### src/rtl/datapath_pkg.sv
// Shared types for the datapath sequencing controller: opcodes, instruction
// layout and controller states.
package datapath_pkg;

  typedef enum logic [2:0] {
    ADD   = 3'b000,
    SUB   = 3'b001,
    AND   = 3'b010,
    OR    = 3'b011,
    LOADI = 3'b100,
    SLT   = 3'b101
  } ula_op_t;

  // op is kept as raw bits so the reserved encodings 110/111 stay representable
  typedef struct packed {
    logic       use_imm;
    logic [2:0] op;
    logic [2:0] rd;
    logic [2:0] rs1;
    logic [2:0] rs2;
    logic [7:0] imm;
  } instr_t;

  typedef enum logic [1:0] {
    IDLE = 2'd0,
    EXEC = 2'd1,
    WB   = 2'd2,
    RESP = 2'd3
  } ctrl_state_t;

endpackage

### src/rtl/datapath_ctrl_instr_decode.sv
// Opcode classifier: splits an instruction into ULA op, immediate load or
// illegal encoding.
module instr_decode
  import datapath_pkg::*;
(
  input  instr_t i_instr,
  output logic   o_is_ula,
  output logic   o_is_loadi,
  output logic   o_is_illegal
);

  always_comb begin
    o_is_ula     = 1'b0;
    o_is_loadi   = 1'b0;
    o_is_illegal = 1'b0;
    case (i_instr.op)
      ADD, SUB, AND, OR, SLT: o_is_ula   = 1'b1;
      LOADI:                  o_is_loadi = 1'b1;
      default:                o_is_illegal = 1'b1;
    endcase
  end

endmodule

### src/rtl/datapath_ctrl.sv
// Sequences the datapath register file and ULA through execute and write-back
// for one handshaked instruction at a time, returning result and flags.
module datapath_ctrl
  import datapath_pkg::*;
#(
  parameter int CNT_W = 16
) (
  input  logic             clk,
  input  logic             reset,
  input  logic             in_valid,
  output logic             in_ready,
  input  logic [20:0]      in_instr,
  output logic             out_valid,
  input  logic             out_ready,
  output logic [7:0]       out_result,
  output logic             out_carry,
  output logic             out_zero,
  output logic             out_err,
  output logic [7:0]       dp_wd3,
  output logic [2:0]       dp_wa3,
  output logic             dp_we3,
  output logic [2:0]       dp_ra1,
  output logic [2:0]       dp_ra2,
  output logic [7:0]       dp_constante,
  output logic             dp_select_src,
  output logic [2:0]       dp_ULAControl,
  input  logic [7:0]       dp_ULAResult,
  input  logic             dp_CarryOut,
  input  logic             dp_Flag_z,
  output logic [CNT_W-1:0] retired_count
);

  ctrl_state_t      r_state;
  ctrl_state_t      w_next_state;
  instr_t           r_instr;
  logic [7:0]       r_result;
  logic             r_carry;
  logic             r_zero;
  logic             r_err;
  logic [CNT_W-1:0] r_retired;

  instr_t w_in_instr;
  instr_t w_dec_src;
  logic   w_is_ula;
  logic   w_is_loadi;
  logic   w_is_illegal;

  assign w_in_instr = in_instr;
  // Decode the incoming word while idle, the latched word afterwards
  assign w_dec_src  = (r_state == IDLE) ? w_in_instr : r_instr;

  instr_decode u_decode (
    .i_instr      (w_dec_src),
    .o_is_ula     (w_is_ula),
    .o_is_loadi   (w_is_loadi),
    .o_is_illegal (w_is_illegal)
  );

  always_ff @(posedge clk) begin
    if (!reset) begin
      r_state   <= IDLE;
      r_instr   <= '0;
      r_result  <= '0;
      r_carry   <= 1'b0;
      r_zero    <= 1'b0;
      r_err     <= 1'b0;
      r_retired <= '0;
    end else begin
      r_state <= w_next_state;
      case (r_state)
        IDLE: if (in_valid) begin
          r_instr  <= w_in_instr;
          r_err    <= w_is_illegal;
          r_result <= '0;
          r_carry  <= 1'b0;
          r_zero   <= 1'b0;
        end
        EXEC: begin
          r_result <= dp_ULAResult;
          r_carry  <= dp_CarryOut;
          r_zero   <= dp_Flag_z;
        end
        WB: if (w_is_loadi) begin
          r_result <= r_instr.imm;
          r_carry  <= 1'b0;
          r_zero   <= (r_instr.imm == 8'd0);
        end
        RESP: if (out_ready && (r_retired != '1)) begin
          r_retired <= r_retired + 1'b1;
        end
        default: ;
      endcase
    end
  end

  always_comb begin
    w_next_state  = r_state;
    in_ready      = 1'b0;
    out_valid     = 1'b0;
    out_result    = '0;
    out_carry     = 1'b0;
    out_zero      = 1'b0;
    out_err       = 1'b0;
    dp_wd3        = '0;
    dp_wa3        = '0;
    dp_we3        = 1'b0;
    dp_ra1        = '0;
    dp_ra2        = '0;
    dp_constante  = '0;
    dp_select_src = 1'b0;
    dp_ULAControl = '0;
    case (r_state)
      IDLE: begin
        in_ready = 1'b1;
        if (in_valid) begin
          if (w_is_ula)        w_next_state = EXEC;
          else if (w_is_loadi) w_next_state = WB;
          else                 w_next_state = RESP;
        end
      end
      EXEC: begin
        dp_ra1        = r_instr.rs1;
        dp_ra2        = r_instr.rs2;
        dp_select_src = r_instr.use_imm;
        dp_constante  = r_instr.imm;
        dp_ULAControl = r_instr.op;
        w_next_state  = WB;
      end
      WB: begin
        dp_we3       = 1'b1;
        dp_wa3       = r_instr.rd;
        dp_wd3       = w_is_loadi ? r_instr.imm : r_result;
        w_next_state = RESP;
      end
      RESP: begin
        out_valid  = 1'b1;
        out_result = r_result;
        out_carry  = r_carry;
        out_zero   = r_zero;
        out_err    = r_err;
        if (out_ready) w_next_state = IDLE;
      end
      default: w_next_state = IDLE;
    endcase
  end

  assign retired_count = r_retired;

endmodule

### config.mk
export PLATFORM = sky130hd
export DESIGN_NAME = datapath_ctrl
export DESIGN_NICKNAME = d
export VERILOG_FILES = /design/src/rtl/datapath_pkg.sv /design/src/rtl/datapath_ctrl_instr_decode.sv /design/src/rtl/datapath_ctrl.sv
export SDC_FILE = /design/constraint.sdc
export NUM_CORES = 1
export LEC_CHECK = 0
export BUFFER_PORTS_ARGS = -buffer_cell sky130_fd_sc_hd__buf_2
export CAP_MARGIN = 10
export CELL_PAD_IN_SITES_DETAIL_PLACEMENT = 0
export CELL_PAD_IN_SITES_GLOBAL_PLACEMENT = 1
export CORE_ASPECT_RATIO = 1.4
export CORE_MARGIN = 1.5
export CORE_UTILIZATION = 30
export DETAILED_ROUTE_END_ITERATION = 12
export GPL_TIMING_DRIVEN = 0
export MAX_ROUTING_LAYER = met4
export PLACE_DENSITY = 0.69
export SYNTH_ARGS = -nofsm -noshare
export SYNTH_HDL_FRONTEND = slang
export SYNTH_SLANG_ARGS = --single-unit
### constraint.sdc
create_clock -name clk -period 1.8 [get_ports clk]
set_input_delay 0.27 -clock clk [delete_from_list [all_inputs] [get_ports clk]]
set_output_delay 0.27 -clock clk [all_outputs]
set_load 0.05 [all_outputs]
# ---- Word level (Yosys, flattened, before mapping)
# Cells that the tools add are included.
# Widths: inputs -> output; s select.
dict set report word_totals {
  regBits 50
  in_bits 35
  output_inout_bits 59
  word_cells 68
}
dict set report classes {
  addsub 1
  eq_ne 12
  muxes 31
  reduce_logical 12
}
# cell count
set ops {}
lappend ops {{$mux 8} 5}
lappend ops {{$pmux 8 s3} 1}
lappend ops {{$mux 20} 1}
lappend ops {{$add 16x1->16 const B} 1}
lappend ops {{$ne 16x16->1 const B} 1}
lappend ops {{$mux 1} 14}
lappend ops {{$mux 3} 4}
lappend ops {{$logic_not 8->1} 1}
lappend ops {{$pmux 2 s4} 1}
lappend ops {{$reduce_and 2->1} 4}
lappend ops {{$eq 3x2->1 const B} 2}
lappend ops {{$eq 3x3->1 const B} 2}
lappend ops {{$mux 2} 3}
lappend ops {{$pmux 1 s3} 2}
lappend ops {{$reduce_or 6->1} 1}
lappend ops {{$reduce_or 5->1} 1}
lappend ops {{$eq 2x2->1 const B} 2}
lappend ops {{$ne 2x2->1 const B} 2}
lappend ops {{$eq 3x1->1 const B} 1}
lappend ops {{$logic_not 3->1} 1}
lappend ops {{$reduce_and 3->1} 1}
lappend ops {{$reduce_bool 3->1} 1}
lappend ops {{$eq 2x1->1 const B} 1}
lappend ops {{$logic_not 2->1} 1}
lappend ops {{2 further kinds} 2}

# ---- Longest topological paths before layout
dict set report depth {
  depth_word 8
  mapped_depth 7
}

# ---- Hierarchy
# From an unflattened synthesis, not the netlist that was laid out.
dict set report hier_totals {
  hier_cells 366
  area_unflattened_um2 2941.6
}
# mod instances cells_each area_each_um2
set by_module_without_submodules {}
lappend by_module_without_submodules {datapath_ctrl 1 362 2910.3}
lappend by_module_without_submodules {instr_decode 1 4 31.3}

# ---- Worst setup path before layout
# OpenSTA, ideal clock, no wires.
dict set report synth_timing {
  path_type {reg-to-output}
  start {register r_state[0]}
  end {output dp_wd3[0]}
  arrival_ps 2494
  required_ps 1530
  slack_ps -964
  stages_incl_launch_ff 8
  cell_sequence {dfxtp_1 -> inv_1 -> ha_1 -> mux2_2 -> o21ai_0 -> buf_2 -> mux2i_1 -> nor2_1}
}
dict set report synth_via {
  elab_chain_len 6
  elab_cells_between_ends 7
  classes_between {2 x eq/ne; 4 x mux; 1 x reduce/logical}
}
# item line
set synth_rtl {}
lappend synth_rtl {{from (decl)} datapath_ctrl.sv:33} ;# ctrl_state_t r_state;
lappend synth_rtl {{from (signal assigned)} datapath_ctrl.sv:69} ;# r_state <= w_next_state;
lappend synth_rtl {{$logic_not 2->1} datapath_ctrl.sv:50} ;# assign w_dec_src = (r_state == IDLE) ? w_in_instr : r_instr;
lappend synth_rtl {{$mux 20} datapath_ctrl.sv:50}
lappend synth_rtl {{$eq 3x3->1} datapath_ctrl_instr_decode.sv:16} ;# case (i_instr.op)
lappend synth_rtl {{$mux 1} datapath_ctrl_instr_decode.sv:16}
lappend synth_rtl {{$mux 8} n/a}
lappend synth_rtl {{$mux 8 (*)} datapath_ctrl.sv:112} ;# case (r_state)
lappend synth_rtl {{to (decl)} datapath_ctrl.sv:19} ;# output logic [7:0] dp_wd3,
# Mark *: on every way between the ends. The rest lies on a longest branch, timed or not.

# ---- Final worst setup path
dict set report layout_timing {
  start {register r_state[1]}
  end {output dp_wd3[6]}
}
# Same word-level chain as after synthesis.

==> impl_metrics.json <==
{
  "placed_area_mm2": 0.003422,
  "worstRegToRegCells": 9,
  "reg2reg_slack_ns": -0.37,
  "grt_pass1_wl_mm": 14.06,
  "postRouteWirelength_mm": 9.206,
  "hp-class": "in -> reg",
  "initial_utilization": 0.3057,
  "synthArstFlopShare": 0,
  "pin_count": 94,
  "clock_skew_ns": 0.007504,
  "numCtsBuffers": 5,
  "stdcell_count": 566,
  "drc": 0,
  "critPathMaxFanout": 5,
  "area_delta_synth_final_pct": 76.19,
  "layout-drive-gt1-share": 0.5119,
  "yosysWarningCount": 0,
  "fin_nets": 501,
  "final_cell_mix": "nand2_1 (56), buf_2 (54), buf_6 (47), dfxtp_1 (32), a21oi_1 (31)",
  "yosysUniqueCellTypes": 46,
  "hold_path_startpoint": "in_instr[9]",
  "outcome": "finished, violations left",
  "min_period_ns": 2.203,
  "hold_end": "r_instr[9]$_SDFFE_PN0P_",
  "critPathRequiredTime_ns": 1.53,
  "ys.flop_type": "dfxtp_1",
  "synth_edf_count": 0,
  "clockBufferDepth": 2,
  "num_antenna_cells": 0,
  "p_leak_nw": 1.830,
  "hold_path_depth": 3,
  "die_h_um": 113.2,
  "grt_pass1_vias": 2758,
  "htree_num_levels": 2,
  "final_common_cell": "nand2_1",
  "finalPower_mw": 5.104,
  "synth_nets": 362,
  "via_per_inst": 5.099,
  "tritoncts": "built",
  "fp.dieArea_mm2": 0.009246,
  "drt-initial-drc-count": 190,
  "cts.sinks": 50,
  "cp-end-kind": "output pin",
  "finalSetupTns_ns": -9.198,
  "row_count": 40,
  "post-place-ws_ns": -0.5446,
  "synth_seq_cells": 50,
  "die-width_um": 81.70,
  "syn_area_per_cell_um2": 8.104,
  "ant_nets": 0,
  "worstSetupPathType": "reg -> out",
  "cts.clk_slew.worst_paths_ns": 0.07,
  "cp_cell_sequence": "inv_6 > ha_4 > mux2_4 > o21ai_4 > buf_12 > mux2i_4 > nor2_4 > buf_8",
  "fin_ws_ns": -0.4028,
  "reg2reg_from": "r_state[1]$_SDFFE_PN0P_",
  "worstReg2RegEnd": "retired_count[9]$_SDFFE_PN0P_",
  "tightestPinTransition_ns": 0.6272,
  "crit_arrival_ns": 1.93,
  "clock.fmax_mhz": 454.0,
  "dpl.hpwl_mm": 5.895,
  "crit_buf_inv": 3,
  "critical-path-max-stage-delay_ns": 0.37,
  "grt.total_usage": 0.2047,
  "vias": 2886,
  "relSlewSlack": 0.5819,
  "antenna_found_initial": 0,
  "timing.max_cap.violations": 0,
  "finalInstanceArea_mm2": 0.004583,
  "grt_max_degree": 16,
  "netlist_area_mm2": 0.002601,
  "maxSlewViolCount": 0,
  "portBuffers": 93,
  "first_pass_iters": 5,
  "finalHoldViolCount": 0,
  "routedWlPerCell_um": 16.27,
  "gp_congestion": 0.8120,
  "rsz0062_at_grt": "yes",
  "startpoint_type": "register",
  "cts_root_buffer": "clkbuf_16",
  "postCtsHoldBufs": 0,
  "syn_inst": 321,
  "crit_slowest_cell": "dfxtp_4",
  "period_share": 1.224,
  "synth-seq-area-share": 0.3848,
  "power_density_mw_per_mm2": 1114,
  "setup_violations": 40,
  "coreArea_mm2": 0.008508,
  "clk_latency_ns": 0.29,
  "violations": "setup timing",
  "gr-total-overflow": 0,
  "vdd_drop_max_mv": 0.7382,
  "dp.cells": 519,
  "critPathTopFamily": "multiplexers"
}
[where the power goes]
part	switching (mW)	total [mW]	internal [mW]
combinational	1.49	2.68	1.19
sequential	0.148	1.39	1.25
clock	0.432	1.03	0.596
[Yosys cell counts, drive strengths merged (3+ instances only)]
cell type | count | share of area
nand2 | 58 | 0.084
dfxtp | 50 | 0.38
and2 | 42 | 0.10
a21oi | 36 | 0.069
clkbuf | 12 | 0.017
mux2i | 11 | 0.042
nand3 | 10 | 0.021
nor2 | 10 | 0.014
a221o | 8 | 0.031
o21ai | 7 | 0.013
or4 | 7 | 0.021
ha | 6 | 0.029
o31ai | 6 | 0.017
inv | 5 | 0.0072
nand2b | 5 | 0.012
nor4 | 5 | 0.018
or3 | 5 | 0.013
buf | 4 | 0.0087
nand4 | 4 | 0.0096
nor3 | 3 | 0.0058
[flip-flops by register name, summed over array words and instances, names as in the netlist]
name	cells
r_instr	21
r_carry	1
r_state	2
r_err	1
retired_count	16
r_zero	1
r_result	8
[timing repair]
item	in CTS	in global routing
buffers inserted	22	18
pin swaps	13	23
cloned	1	2
resized for setup	129	58
setup endpoints to repair	54	60
endpoints found under the hold margin	0	0
[cell type report]
| cell class | instances | area [um2] |
|---|---|---|
| Clock inverter | 2 | 10.01 |
| Timing Repair Buffer | 132 | 1090 |
| Sequential cell | 50 | 1041 |
| Buffer | 16 | 138.9 |
| Inverter | 7 | 48.80 |
| Fill cell | 796 | 3925 |
| Multi-Input combinational cell | 248 | 1973 |
| Tap cell | 105 | 131.4 |
| Clock buffer | 6 | 150.1 |
[cells by family (layout without fill, tap and decap cells)]
family | count (synthesis) | in the layout | synth area share
buf+inv | 23 | 163 | 0.03608
simple gates | 158 | 158 | 0.3271
mux | 12 | 12 | 0.04666
compound gates | 71 | 71 | 0.1732
fa+ha+maj | 6 | 6 | 0.02886
xor+xnor | 1 | 1 | 0.003368
flops | 50 | 50 | 0.3848
[routing by layer]
metal  GRT usage  part of all wire
met1      0.2505              0.42
met5           -                 0
met4     0.06554             0.018
met3     0.03871             0.036
met2      0.3350              0.52
[worst register-to-register path, stage by stage, from the launching register on]
cell     delay [ns]
dfxtp_4        0.37
buf_6          0.10
buf_6          0.08
buf_6          0.09
ha_4           0.14
nand4_1        0.10
or4_1          0.53
buf_6          0.15
or3_2          0.42
a21oi_2        0.14
[metrics by stage]
| stage | utilization | hold slack, ns |
|---|---|---|
| 4_1_cts | 0.4993 | 0.2007 |
| 6_report | 0.5387 | 0.2056 |
| 5_1_grt | 0.5387 | 0.2085 |
| 3_5_place_dp | 0.4022 | 0.4430 |
| 2_1_floorplan | - | 0.4060 |
| 3_3_place_gp | 0.4022 | 0.4387 |
[worst max path at each step]
stage	start	slack [ns]	depth (start not counted)	end
2_1_floorplan	r_state[1]$_SDFFE_PN0P_	-0.12	7	dp_wd3[1]
3_3_place_gp	r_state[0]$_SDFFE_PN0P_	-0.48	6	r_result[6]$_SDFFE_PN0P_
3_5_place_dp	r_state[0]$_SDFFE_PN0P_	-0.54	6	r_result[5]$_SDFFE_PN0P_
4_1_cts	r_state[0]$_SDFFE_PN0P_	-0.40	8	dp_wd3[6]
5_1_grt	r_state[1]$_SDFFE_PN0P_	-0.47	8	dp_wd3[6]
6_report	r_state[1]$_SDFFE_PN0P_	-0.40	8	dp_wd3[6]
Note: power is estimated with default switching activity, not from simulation.
